$ cat config.mk
export PLATFORM = sky130hd
export DESIGN_NAME = matrix_window_ctrl
export DESIGN_NICKNAME = d
export VERILOG_FILES = /design/src/rtl/vip_pkg.sv /design/src/rtl/vip_edge_detect.sv /design/src/rtl/matrix_window_ctrl.sv
export SDC_FILE = /design/constraint.sdc
export NUM_CORES = 1
export LEC_CHECK = 0
export ABC_AREA = 1
export CORE_MARGIN = 10
export CORE_UTILIZATION = 35
export DETAILED_ROUTE_END_ITERATION = 7
export PLACE_DENSITY = 0.64
export SLEW_MARGIN = 20
export SYNTH_ARGS = -nofsm -noshare
export SYNTH_HDL_FRONTEND = slang
export SYNTH_SLANG_ARGS = --single-unit
$ cat constraint.sdc
create_clock -name clk -period 2 [get_ports clk]
set_input_delay 0.2 -clock clk [delete_from_list [all_inputs] [get_ports clk]]
set_output_delay 0.2 -clock clk [all_outputs]
set_load 0.05 [all_outputs]
$ cat src/rtl/vip_pkg.sv
// Shared definitions for the video-input-path blocks: FSM encoding and image defaults.
package vip_pkg;

  localparam int IMG_W_DEF = 640;
  localparam int IMG_H_DEF = 480;
  localparam int CW_DEF    = 11;
  localparam int RW_DEF    = 10;

  typedef enum logic [2:0] {
    ST_IDLE      = 3'd0,
    ST_WAIT_VS   = 3'd1,
    ST_WAIT_LINE = 3'd2,
    ST_LINE      = 3'd3,
    ST_DONE      = 3'd4
  } state_t;

  // True while a frame is being received (lines are expected).
  function automatic logic in_frame(input state_t st);
    return (st == ST_WAIT_LINE) || (st == ST_LINE);
  endfunction

endpackage

$ cat src/rtl/vip_edge_detect.sv
// Registered level and rise/fall pulses of a sync input; the first sample after
// reset never produces an edge, so a level held through reset is ignored.
module vip_edge_detect (
  input  logic clk,
  input  logic rst_n,
  input  logic din,
  output logic level,
  output logic rise,
  output logic fall
);

  logic level_r;
  logic armed_r;
  logic rise_r;
  logic fall_r;

  // Sample the input and compare against the previous sample.
  always_ff @(posedge clk or negedge rst_n) begin
    if (!rst_n) begin
      level_r <= 1'b0;
      armed_r <= 1'b0;
      rise_r  <= 1'b0;
      fall_r  <= 1'b0;
    end else begin
      level_r <= din;
      armed_r <= 1'b1;
      rise_r  <= armed_r & din & ~level_r;
      fall_r  <= armed_r & ~din & level_r;
    end
  end

  assign level = level_r;
  assign rise  = rise_r;
  assign fall  = fall_r;

endmodule

$ cat src/rtl/matrix_window_ctrl.sv
// Tracks frame/line position of the 3x3 matrix generator output and flags
// windows that lie fully inside the image.
module matrix_window_ctrl
  import vip_pkg::*;
#(
  parameter int IMG_W = IMG_W_DEF,
  parameter int IMG_H = IMG_H_DEF,
  parameter int CW    = CW_DEF,
  parameter int RW    = RW_DEF
) (
  input  logic          clk,
  input  logic          rst_n,
  input  logic          en,
  input  logic          mat_vsync,
  input  logic          mat_href,
  input  logic          mat_clken,
  output logic          win_valid,
  output logic [CW-1:0] col_idx,
  output logic [RW-1:0] row_idx,
  output logic          frame_start,
  output logic          frame_done,
  output logic          line_err,
  output logic          frame_err,
  output logic          busy
);

  localparam logic [CW-1:0] COL_END = CW'(IMG_W);
  localparam logic [RW-1:0] ROW_END = RW'(IMG_H);
  localparam logic [CW-1:0] COL_MIN = CW'(2);
  localparam logic [RW-1:0] ROW_MIN = RW'(2);

  state_t        state_r, state_n;
  logic [CW-1:0] col_cnt_r;
  logic [RW-1:0] row_cnt_r;
  logic [RW-1:0] row_next_s;
  logic          vs_lvl_s, vs_rise_s, vs_fall_s;
  logic          hr_lvl_s, hr_rise_s, hr_fall_s;
  logic          unused_vs_s;
  logic          in_line_s, pix_s, win_s;
  logic          early_s, start_s, line_end_s, stray_s;
  logic          frame_done_s, busy_s;
  logic          win_valid_r, frame_start_r, frame_done_r, busy_r;
  logic          line_err_r, frame_err_r;
  logic [CW-1:0] col_idx_r;
  logic [RW-1:0] row_idx_r;

  vip_edge_detect u_vs_edge (
    .clk  (clk),
    .rst_n(rst_n),
    .din  (mat_vsync),
    .level(vs_lvl_s),
    .rise (vs_rise_s),
    .fall (vs_fall_s)
  );

  vip_edge_detect u_hr_edge (
    .clk  (clk),
    .rst_n(rst_n),
    .din  (mat_href),
    .level(hr_lvl_s),
    .rise (hr_rise_s),
    .fall (hr_fall_s)
  );

  assign unused_vs_s = vs_lvl_s | vs_fall_s;

  // The href edge pulse lags the raw input, so the first two pixels of a line
  // are accepted in WAIT_LINE; a line still high after an early vsync is ignored.
  assign in_line_s  = (state_r == ST_LINE) ||
                      ((state_r == ST_WAIT_LINE) && (hr_rise_s || !hr_lvl_s));
  assign pix_s      = mat_href & mat_clken & in_line_s;
  assign win_s      = pix_s && (col_cnt_r >= COL_MIN) && (row_cnt_r >= ROW_MIN) &&
                      (row_cnt_r < ROW_END);
  assign row_next_s = row_cnt_r + RW'(1);
  assign early_s    = vs_rise_s && in_frame(state_r);
  assign start_s    = ((state_r == ST_WAIT_VS) && en && vs_rise_s) || early_s;
  assign line_end_s = (state_r == ST_LINE) && hr_fall_s && !vs_rise_s;
  assign stray_s    = hr_rise_s && !in_frame(state_r) && (row_cnt_r == ROW_END);

  // State register.
  always_ff @(posedge clk or negedge rst_n) begin
    if (!rst_n) begin
      state_r <= ST_IDLE;
    end else begin
      state_r <= state_n;
    end
  end

  // Next-state logic; vsync takes priority over an href fall in the same cycle.
  always_comb begin
    state_n = state_r;
    case (state_r)
      ST_IDLE:      state_n = en ? ST_WAIT_VS : ST_IDLE;
      ST_WAIT_VS: begin
        if (!en)            state_n = ST_IDLE;
        else if (vs_rise_s) state_n = ST_WAIT_LINE;
        else                state_n = ST_WAIT_VS;
      end
      ST_WAIT_LINE: begin
        if (vs_rise_s)      state_n = ST_WAIT_LINE;
        else if (hr_rise_s) state_n = ST_LINE;
        else                state_n = ST_WAIT_LINE;
      end
      ST_LINE: begin
        if (vs_rise_s)      state_n = ST_WAIT_LINE;
        else if (hr_fall_s) state_n = (row_next_s == ROW_END) ? ST_DONE : ST_WAIT_LINE;
        else                state_n = ST_LINE;
      end
      ST_DONE:      state_n = ST_WAIT_VS;
      default:      state_n = ST_IDLE;
    endcase
  end

  // Output decode from the upcoming state.
  always_comb begin
    frame_done_s = 1'b0;
    busy_s       = 1'b0;
    case (state_n)
      ST_DONE: begin
        frame_done_s = 1'b1;
        busy_s       = 1'b1;
      end
      ST_WAIT_LINE, ST_LINE: busy_s = 1'b1;
      ST_IDLE, ST_WAIT_VS:   busy_s = 1'b0;
      default:               busy_s = 1'b0;
    endcase
  end

  // Column/row counters and sticky error flags.
  always_ff @(posedge clk or negedge rst_n) begin
    if (!rst_n) begin
      col_cnt_r   <= '0;
      row_cnt_r   <= '0;
      line_err_r  <= 1'b0;
      frame_err_r <= 1'b0;
    end else begin
      if (start_s) begin
        col_cnt_r <= '0;
        row_cnt_r <= '0;
      end else if (line_end_s) begin
        col_cnt_r <= '0;
        row_cnt_r <= row_next_s;
      end else if (pix_s && (col_cnt_r != COL_END)) begin
        col_cnt_r <= col_cnt_r + CW'(1);
      end
      if (start_s)                                line_err_r <= 1'b0;
      else if (line_end_s && (col_cnt_r != COL_END)) line_err_r <= 1'b1;
      if (early_s || stray_s) frame_err_r <= 1'b1;
      else if (start_s)       frame_err_r <= 1'b0;
    end
  end

  // Registered window outputs and frame pulses.
  always_ff @(posedge clk or negedge rst_n) begin
    if (!rst_n) begin
      win_valid_r   <= 1'b0;
      col_idx_r     <= '0;
      row_idx_r     <= '0;
      frame_start_r <= 1'b0;
      frame_done_r  <= 1'b0;
      busy_r        <= 1'b0;
    end else begin
      win_valid_r   <= win_s;
      frame_start_r <= start_s;
      frame_done_r  <= frame_done_s;
      busy_r        <= busy_s;
      if (pix_s) begin
        col_idx_r <= col_cnt_r;
        row_idx_r <= row_cnt_r;
      end
    end
  end

  assign win_valid   = win_valid_r;
  assign col_idx     = col_idx_r;
  assign row_idx     = row_idx_r;
  assign frame_start = frame_start_r;
  assign frame_done  = frame_done_r;
  assign line_err    = line_err_r;
  assign frame_err   = frame_err_r;
  assign busy        = busy_r;

endmodule

## Yosys cells after proc, flatten, opt, wreduce, memory -nomap -nowiden

Cells that the tools add are included.

- Bits in registers: 57
- Bits in latches: 0
- RAM bits: 0
- ROM bits: 0
- Input bits: 6
- Output and inout bits: 27
- Word-level logic and storage cells: 90
- Memories kept: 0

- Add/subtract/negate cells: 2
- Multipliers: 0
- Divide/modulo/power cells: 0
- Magnitude comparators: 3
- Equal/unequal tests: 10
- Shift-type cells: 0
- Multiplexer cells: 20
- Bitwise operators: 11
- Reduce and logical (&&, ||, !) cells: 27

Operators with widths:

| operator | count |
|---|---|
| $mux 11 | 3 |
| $eq 10x9->1 const B | 2 |
| $mux 10 | 2 |
| $pmux 3 s5 | 1 |
| $logic_and 1x1->1 | 13 |
| $eq 3x2->1 const B | 4 |
| $add 11x1->11 const B | 1 |
| $ge 11x2->1 const B | 1 |
| $ne 11x10->1 const B | 1 |
| $add 10x1->10 const B | 1 |
| $ge 10x2->1 const B | 1 |
| $lt 10x9->1 const B | 1 |
| $mux 1 | 9 |
| $mux 3 | 3 |
| $and 1x1->1 | 8 |
| $eq 3x3->1 const B | 2 |
| $reduce_bool 2->1 | 3 |
| $logic_or 1x1->1 | 5 |
| $mux 2 | 2 |
| $eq 3x1->1 const B | 1 |
| $logic_not 1->1 | 3 |
| $logic_not 3->1 | 1 |
| $not 1->1 | 3 |
| $reduce_bool 3->1 | 1 |
| $reduce_or 3->1 | 1 |

## Longest topological paths before layout

Gate-level depths: netlist of the first run.

- Depth after elaboration: 9
- Depth in mapped cells: 11
- Depth with buffers taken out: 10

## Hierarchy

A second synthesis of the first run with hierarchy kept.

- Cell total of the unflattened synthesis: 341
- Area, all modules: 2819.0 um2

By module, submodules not included:

| module | instances | cells each | area an instance (um2) | seq. area each (um2) |
|---|---|---|---|---|
| matrix_window_ctrl | 1 | 323 | 2581.2 | 1276.2 |
| vip_edge_detect | 2 | 9 | 118.9 | 100.1 |

## Worst setup path before layout of the first run

Ideal clock, no wire load.

- Path type: reg-to-reg
- From: reg col_cnt_r[0]
- To: reg col_cnt_r[4]
- Library setup time: 0.120 ns
- Arrival time: 1.500 ns
- Required time: 1.880 ns
- Path slack: 0.380 ns
- Stages on the path, launching flop included: 12
- Path buffers: 2
- Clock period less this slack: 1.620 ns
- Cell sequence: dfrtp_1 > clkbuf_1 > inv_1 > ha_1 > inv_1 > nor2_1 > nand3_1 > nand2_4 > nand2_4 > buf_6 > nand2_2 > o21ai_2

- Longest elaborated chain between the ends: 4
- Elaborated cells between the ends (all ways): 7
- Classes of those cells: 1 x add/sub; 1 x eq/ne; 3 x mux; 2 x reduce/logical

Ends and longest elaborated chain:

| element | line | text |
|---|---|---|
| start, declared | matrix_window_ctrl.sv:33 | `logic [CW-1:0] col_cnt_r;` |
| start signal, assigned | matrix_window_ctrl.sv:144 | `col_cnt_r <= col_cnt_r + CW'(1);` |
| $add 11x1->11 | matrix_window_ctrl.sv:144 |  |
| $mux 11 | matrix_window_ctrl.sv:143 | `end else if (pix_s && (col_cnt_r != COL_END)) begin` |
| $mux 11 | matrix_window_ctrl.sv:140 | `end else if (line_end_s) begin` |
| $mux 11 | matrix_window_ctrl.sv:137 | `if (start_s) begin` |

Parallel ways exist; a longest one is shown, timed or not. The select of a mux whose other input is x is not followed.
A chain may end at the register's enable or synchronous reset.

## Worst setup path in the final report of the first run

- From: reg row_idx_r[9], in the netlist row_idx[9]
- To: out row_idx[9]

RTL lines:

| element | line | text |
|---|---|---|
| start, declared | matrix_window_ctrl.sv:45 | `logic [RW-1:0] row_idx_r;` |
| start signal, assigned | matrix_window_ctrl.sv:169 | `row_idx_r <= row_cnt_r;` |
| end, declared | matrix_window_ctrl.sv:19 | `output logic [RW-1:0] row_idx,` |

No word-level cell between the ends.

==> qor.yml, run 1 <==
power_mw: 4.54
seq_area_frac_synth: 0.483
synth_largest_area_cell: "dfrtp_1"
numCtsBuffers: 9
place_congestion: 0.892
tightest_slew_ns: 0.525
fin_crit_sh: 0.864
yosysTopAreaCellShare: 0.483
mostFrequentLayoutCells: "nand2_1, dfrtp_1, nor2_1"
area_growth_syn_to_layout_pct: 21.2
cp.required_ns: 1.80
path_delay_family: "buffers and inverters"
dr.pass1.iters: 4
hold_buffers: 1
period_minus_slack_ns: 1.73
nFillCells: 793
synth_fp_nets: 361
initial_core_util: 0.359
peakVddDrop_v: 0.000525
clock_path_buffers: 2
finalSetupTns_ns: 0
fmax_mhz: 579
core_um2: 8220
power.leakage_nw: 1.63
cp-start-kind: "flip-flop"
dpl.hpwl_um: 4940
synthDistinctLibCells: 35
drt_iter0_drc: 139
die_x_um: 112
drive_gt1_frac: 0.142
numClockSinks: 57
hold_slack_ns: 0.362
path_cells: "clkdlybuf4s50_1"
diodes: 0
post_synth.cell_area_avg_um2: 8.46
path_class: "flip-flop to output pin"
nNetsFinal: 401
port_buffers: 32
grt_first_pass_wirelength_um: 11200
rows: 33
yosys-top-cells-area: "dfrtp_1, nand2_1, nand3_1, nor2_1, o21ai_0"
multiInputGateArea_um2: 1320
outcome: "finished, final reports clean"
max_slew_margin: 0.649
finalSetupViolCount: 0
antenna_found_initial: 0
cts_tree: "done"
grtUsageTotal: 0.107
synthCells: 349
final_util: 0.436
regArea_um2: 1430
fin_worst_skew_ns: 0.0114
clock_latency_ns: 0.33
final_common_cell: "nand2_1"
min_path_type: "primary input to flip-flop"
die_h_um: 112
ios: 33
grt_overflow: 0
cp_max_fo: 2
ant_nets: 0
wl_per_cell_um: 13.3
endpoint_kind: "output pin"
grt_pass1_vias: 2324
drv_cap: 0
drc: 0
synth_seq_cells: 57
vias_per_cell: 4.91
p_per_area_nw_per_um2: 1270
rsz0062_at_grt: "no"
cts_setup_buffers: 0
placed_cell_area_um2: 3410
crit_path_max_incr_delay_ns: 0.82
h-tree-depth: 3
cts_resized: 0
clkSlewWorstSetupHoldPaths_ns: 0.06
grt_start_max_net_pins: 41
stdcell_area_um2: 3580
worstPathArrival_ns: 1.53
slowest_stage: "clkdlybuf4s50_1"
wl_um: 6600
vias: 2443
hold_violations: 0
slew_violations: 0
synth_area_um2: 2950
yosys_warnings: 0
cp.buffers_inverters: 1
root_buffer: "clkbuf_8"
dieArea_um2: 12500
## registers in the layout, indices dropped and copies added (netlist names), 3 cells and up
name,flops
col_cnt_r,11
col_idx,11
row_cnt_r,10
row_idx,10
state_r,3
## cells in the mapped netlist, drive strengths merged
master and instances:
nand2 94, dfrtp 57, nor2 39, inv 37, nand3 36, o21ai 32
nand4 10, nor3 9, o22ai 7, ha 6, buf 5, clkbuf 5
a21oi 3, nor4 2, a31oi 1, and2 1, clkinv 1, conb 1
o31ai 1, o32ai 1, xnor2 1
## report_power, final
part,leakage (nW),internal (mW),switching (mW)
clock,0.0887,0.467,0.438
sequential,0.761,1.44,0.304
combinational,0.778,0.656,1.24
total,1.63,2.56,1.98
## metrics by stage
stage | setup WS, ns | cells
final | 0.272 | 498
after global routing | 0.137 | 498
after CTS | 0.254 | 498
after detailed placement | 0.339 | 482
after global placement | 0.368 | 482
after floorplan | 0.380 | 349
## metal layers
layer | vias to the layer above | track usage | part of all wire
li1 | 1216 | - | -
met1 | 1160 | 0.142 | 0.49
met2 | 58 | 0.157 | 0.44
met3 | 9 | 0.0311 | 0.059
met4 | 0 | 0.0497 | 0.013
met5 | - | 0 | 0
## cell type report
class | count | area share
sequential | 57 | 0.398
multi-input combinational | 244 | 0.368
timing repair buffer | 39 | 0.110
inverter | 38 | 0.0416
clock buffer | 11 | 0.0395
tap | 105 | 0.0367
clock inverter | 4 | 0.00559
## worst paths after layout
path	from	endpoint	slack, ns	cells past startpoint
max reg2reg	row_cnt_r[1]	state_r[1]	0.34	10
min in group asynchronous	rst_n	row_idx[4]	0.37	2
min reg2reg	u_vs_edge.level	u_vs_edge.rise	0.40	1
min	mat_vsync	u_vs_edge.level	0.36	1
max in group asynchronous	rst_n	col_cnt_r[4]	1.05	3
max	row_idx[9]	row_idx[9]	0.27	1
## cell families (layout without fill, tap and decap cells)
| group | count (synthesis) | in the layout | synth area share |
|---|---|---|---|
| compound gates | 45 | 45 | 0.108 |
| xor+xnor | 1 | 1 | 0.00297 |
| fa+ha+maj | 6 | 6 | 0.0254 |
| buf+inv | 48 | 92 | 0.0712 |
| flops | 57 | 57 | 0.483 |
| other cells | 1 | 1 | 0.00127 |
| simple gates | 191 | 191 | 0.308 |
Power figures use the tool's default switching activity.
==> inputs of run 2 (changes only) <==
MAX_ROUTING_LAYER = met4   (was unset)
==> qor.yml, run 2 (synthesis results as in run 1) <==
outcome: "finished, final reports clean"  # unchanged
cp-start-kind: "flip-flop"  # unchanged
p_sw_frac: 0.420  # was 0.435
p_per_area_nw_per_um2: 1300  # was 1270 nW/um^2
place_congestion: 0.889  # was 0.892
dieArea_um2: 12500  # unchanged
die_h_um: 112  # unchanged
dr.pass1.iters: 5  # was 4
drv_cap: 0  # unchanged
peakVddDrop_v: 0.000487  # was 0.000525 V
cp.required_ns: 1.80  # about the same
worstHoldPathCells: 1  # unchanged
grt_pass1_vias: 2524  # was 2,324
fin_crit_sh: 0.859  # was 0.864
finalSetupViolCount: 0  # unchanged
drc: 0  # unchanged
grt_first_pass_wirelength_um: 11800  # was 11,200 um
grtUsageTotal: 0.116  # was 0.107
cts_resized: 0  # unchanged
fmax_mhz: 582  # was 579 MHz
whs_endpoint: "u_vs_edge.level"  # unchanged
drive_gt1_frac: 0.145  # was 0.142
p_int_mw: 2.73  # was 2.56 mW
vias_per_cell: 4.86  # was 4.91
placed_cell_area_um2: 3420  # was 3410 um^2
vias: 2425  # was 2,443
die_x_um: 112  # unchanged
clock_path_buffers: 2  # unchanged
path_class: "flip-flop to output pin"  # unchanged
cts_tree: "done"  # unchanged
diodes: 0  # unchanged
wl_um: 6720  # was 6600 um
stdcell_area_um2: 3620  # was 3580 um^2
mostFrequentLayoutCells: "nand2_1, dfrtp_1, nor2_1"  # unchanged
root_buffer: "clkbuf_8"  # unchanged
p_clk_frac: 0.225  # was 0.199
initial_core_util: 0.359  # unchanged
clkSlewWorstSetupHoldPaths_ns: 0.06  # about the same
grt_overflow: 0  # unchanged
power_switching_mw: 1.98  # about the same
endpoint_kind: "output pin"  # unchanged
max_slew_margin: 0.624  # was 0.649
path_delay_family: "buffers and inverters"  # unchanged
final_common_cell: "nand2_1"  # unchanged
min_path_type: "primary input to flip-flop"  # unchanged
antenna_found_initial: 0  # unchanged
slowest_stage: "clkdlybuf4s50_1"  # unchanged
hold_slack_ns: 0.338  # was 0.362 ns
hold_violations: 0  # unchanged
nNetsFinal: 402  # was 401
hold_buffers: 1  # unchanged
pwr-share-seq: 0.370  # was 0.384
numClockSinks: 57  # unchanged
cts_setup_buffers: 0  # unchanged
wl_per_cell_um: 13.5  # was 13.3 um
finalSetupTns_ns: 0  # unchanged
fin_worst_skew_ns: 0.00626  # was 0.0114 ns
combPwrFrac: 0.405  # was 0.417
clock_latency_ns: 0.34  # was 0.33 ns
cp.buffers_inverters: 1  # unchanged
r2r_slack_ns: 0.37  # was 0.34 ns
path_cells: "clkdlybuf4s50_1"  # unchanged
ant_nets: 0  # unchanged
cp_max_fo: 2  # unchanged
period_minus_slack_ns: 1.72  # was 1.73 ns
reg2reg_depth: 7  # was 10
rsz0062_at_grt: "no"  # unchanged
port_buffers: 32  # unchanged
timing.rr.start: "state_r[1]"  # was row_cnt_r[1]
slew_violations: 0  # unchanged
ios: 33  # unchanged
min_from: "mat_vsync"  # unchanged
tightest_slew_ns: 0.565  # was 0.525 ns
numCtsBuffers: 9  # unchanged
worstPathArrival_ns: 1.52  # was 1.53 ns
power_mw: 4.71  # was 4.54 mW
power.leakage_nw: 1.65  # was 1.63 nW
area_growth_syn_to_layout_pct: 22.6  # was 21.2%
rows: 33  # unchanged
core_um2: 8220  # unchanged
drt_iter0_drc: 189  # was 139
timing.rr.end: "row_cnt_r[5]"  # was state_r[1]
crit_path_max_incr_delay_ns: 0.82  # about the same
dpl.hpwl_um: 4940  # about the same
grt_start_max_net_pins: 41  # unchanged
h-tree-depth: 3  # unchanged
run 2: cell types whose count changed in the layout (fill, tap and decap cells not counted):
cell / delta
clkinv_2: -2
buf_4: +1
clkbuf_8: +1
bufinv_16: +1
run 2: cell type report:
cell class / instances / area, um^2
Timing Repair Buffer: 40 / 403
Sequential cell: 57 / 1430
Inverter: 38 / 149
Clock inverter: 3 / 40.0
Clock buffer: 12 / 155
Fill cell: 810 / 4600
Multi-Input combinational cell: 244 / 1320
Tap cell: 105 / 131
run 2: worst max path at each step:
stage	start	endpoint	slack, ns	cells after the start
after floorplan	col_cnt_r[0]	col_cnt_r[4]	0.38	11
after global placement	en	row_cnt_r[1]	0.40	7
after detailed placement	en	col_cnt_r[2]	0.38	7
after CTS	row_idx[9]	row_idx[9]	0.26	1
after global routing	row_cnt_r[1]	state_r[1]	0.16	10
final	frame_err	frame_err	0.28	1
run 2: through the flow:
stage                     instances   util  setup slack, ns
after floorplan                 349      -            0.380
after global placement          483  0.416            0.405
after detailed placement        483  0.416            0.376
after CTS                       499  0.441            0.260
after global routing            499  0.441            0.165
final                           499  0.441            0.282
run 2: power groups by stage:
| stage | logic, mW | registers [mW] | clock network, mW |
|---|---|---|---|
| after floorplan | 0.828 | 2.23 | 0 |
| after global placement | 1.90 | 1.75 | 0 |
| after detailed placement | 1.92 | 1.75 | 0 |
| after CTS | 1.93 | 1.74 | 1.09 |
| after global routing | 2.08 | 1.79 | 1.15 |
| final | 1.90 | 1.74 | 1.06 |
run 2: routing by layer:
layer  wire [um]  vias up  track usage
met2        2980       61        0.171
met5           0        -            -
met3         325       12       0.0327
met4         139        0       0.0514
li1            -     1226            -
met1        3270     1126        0.144
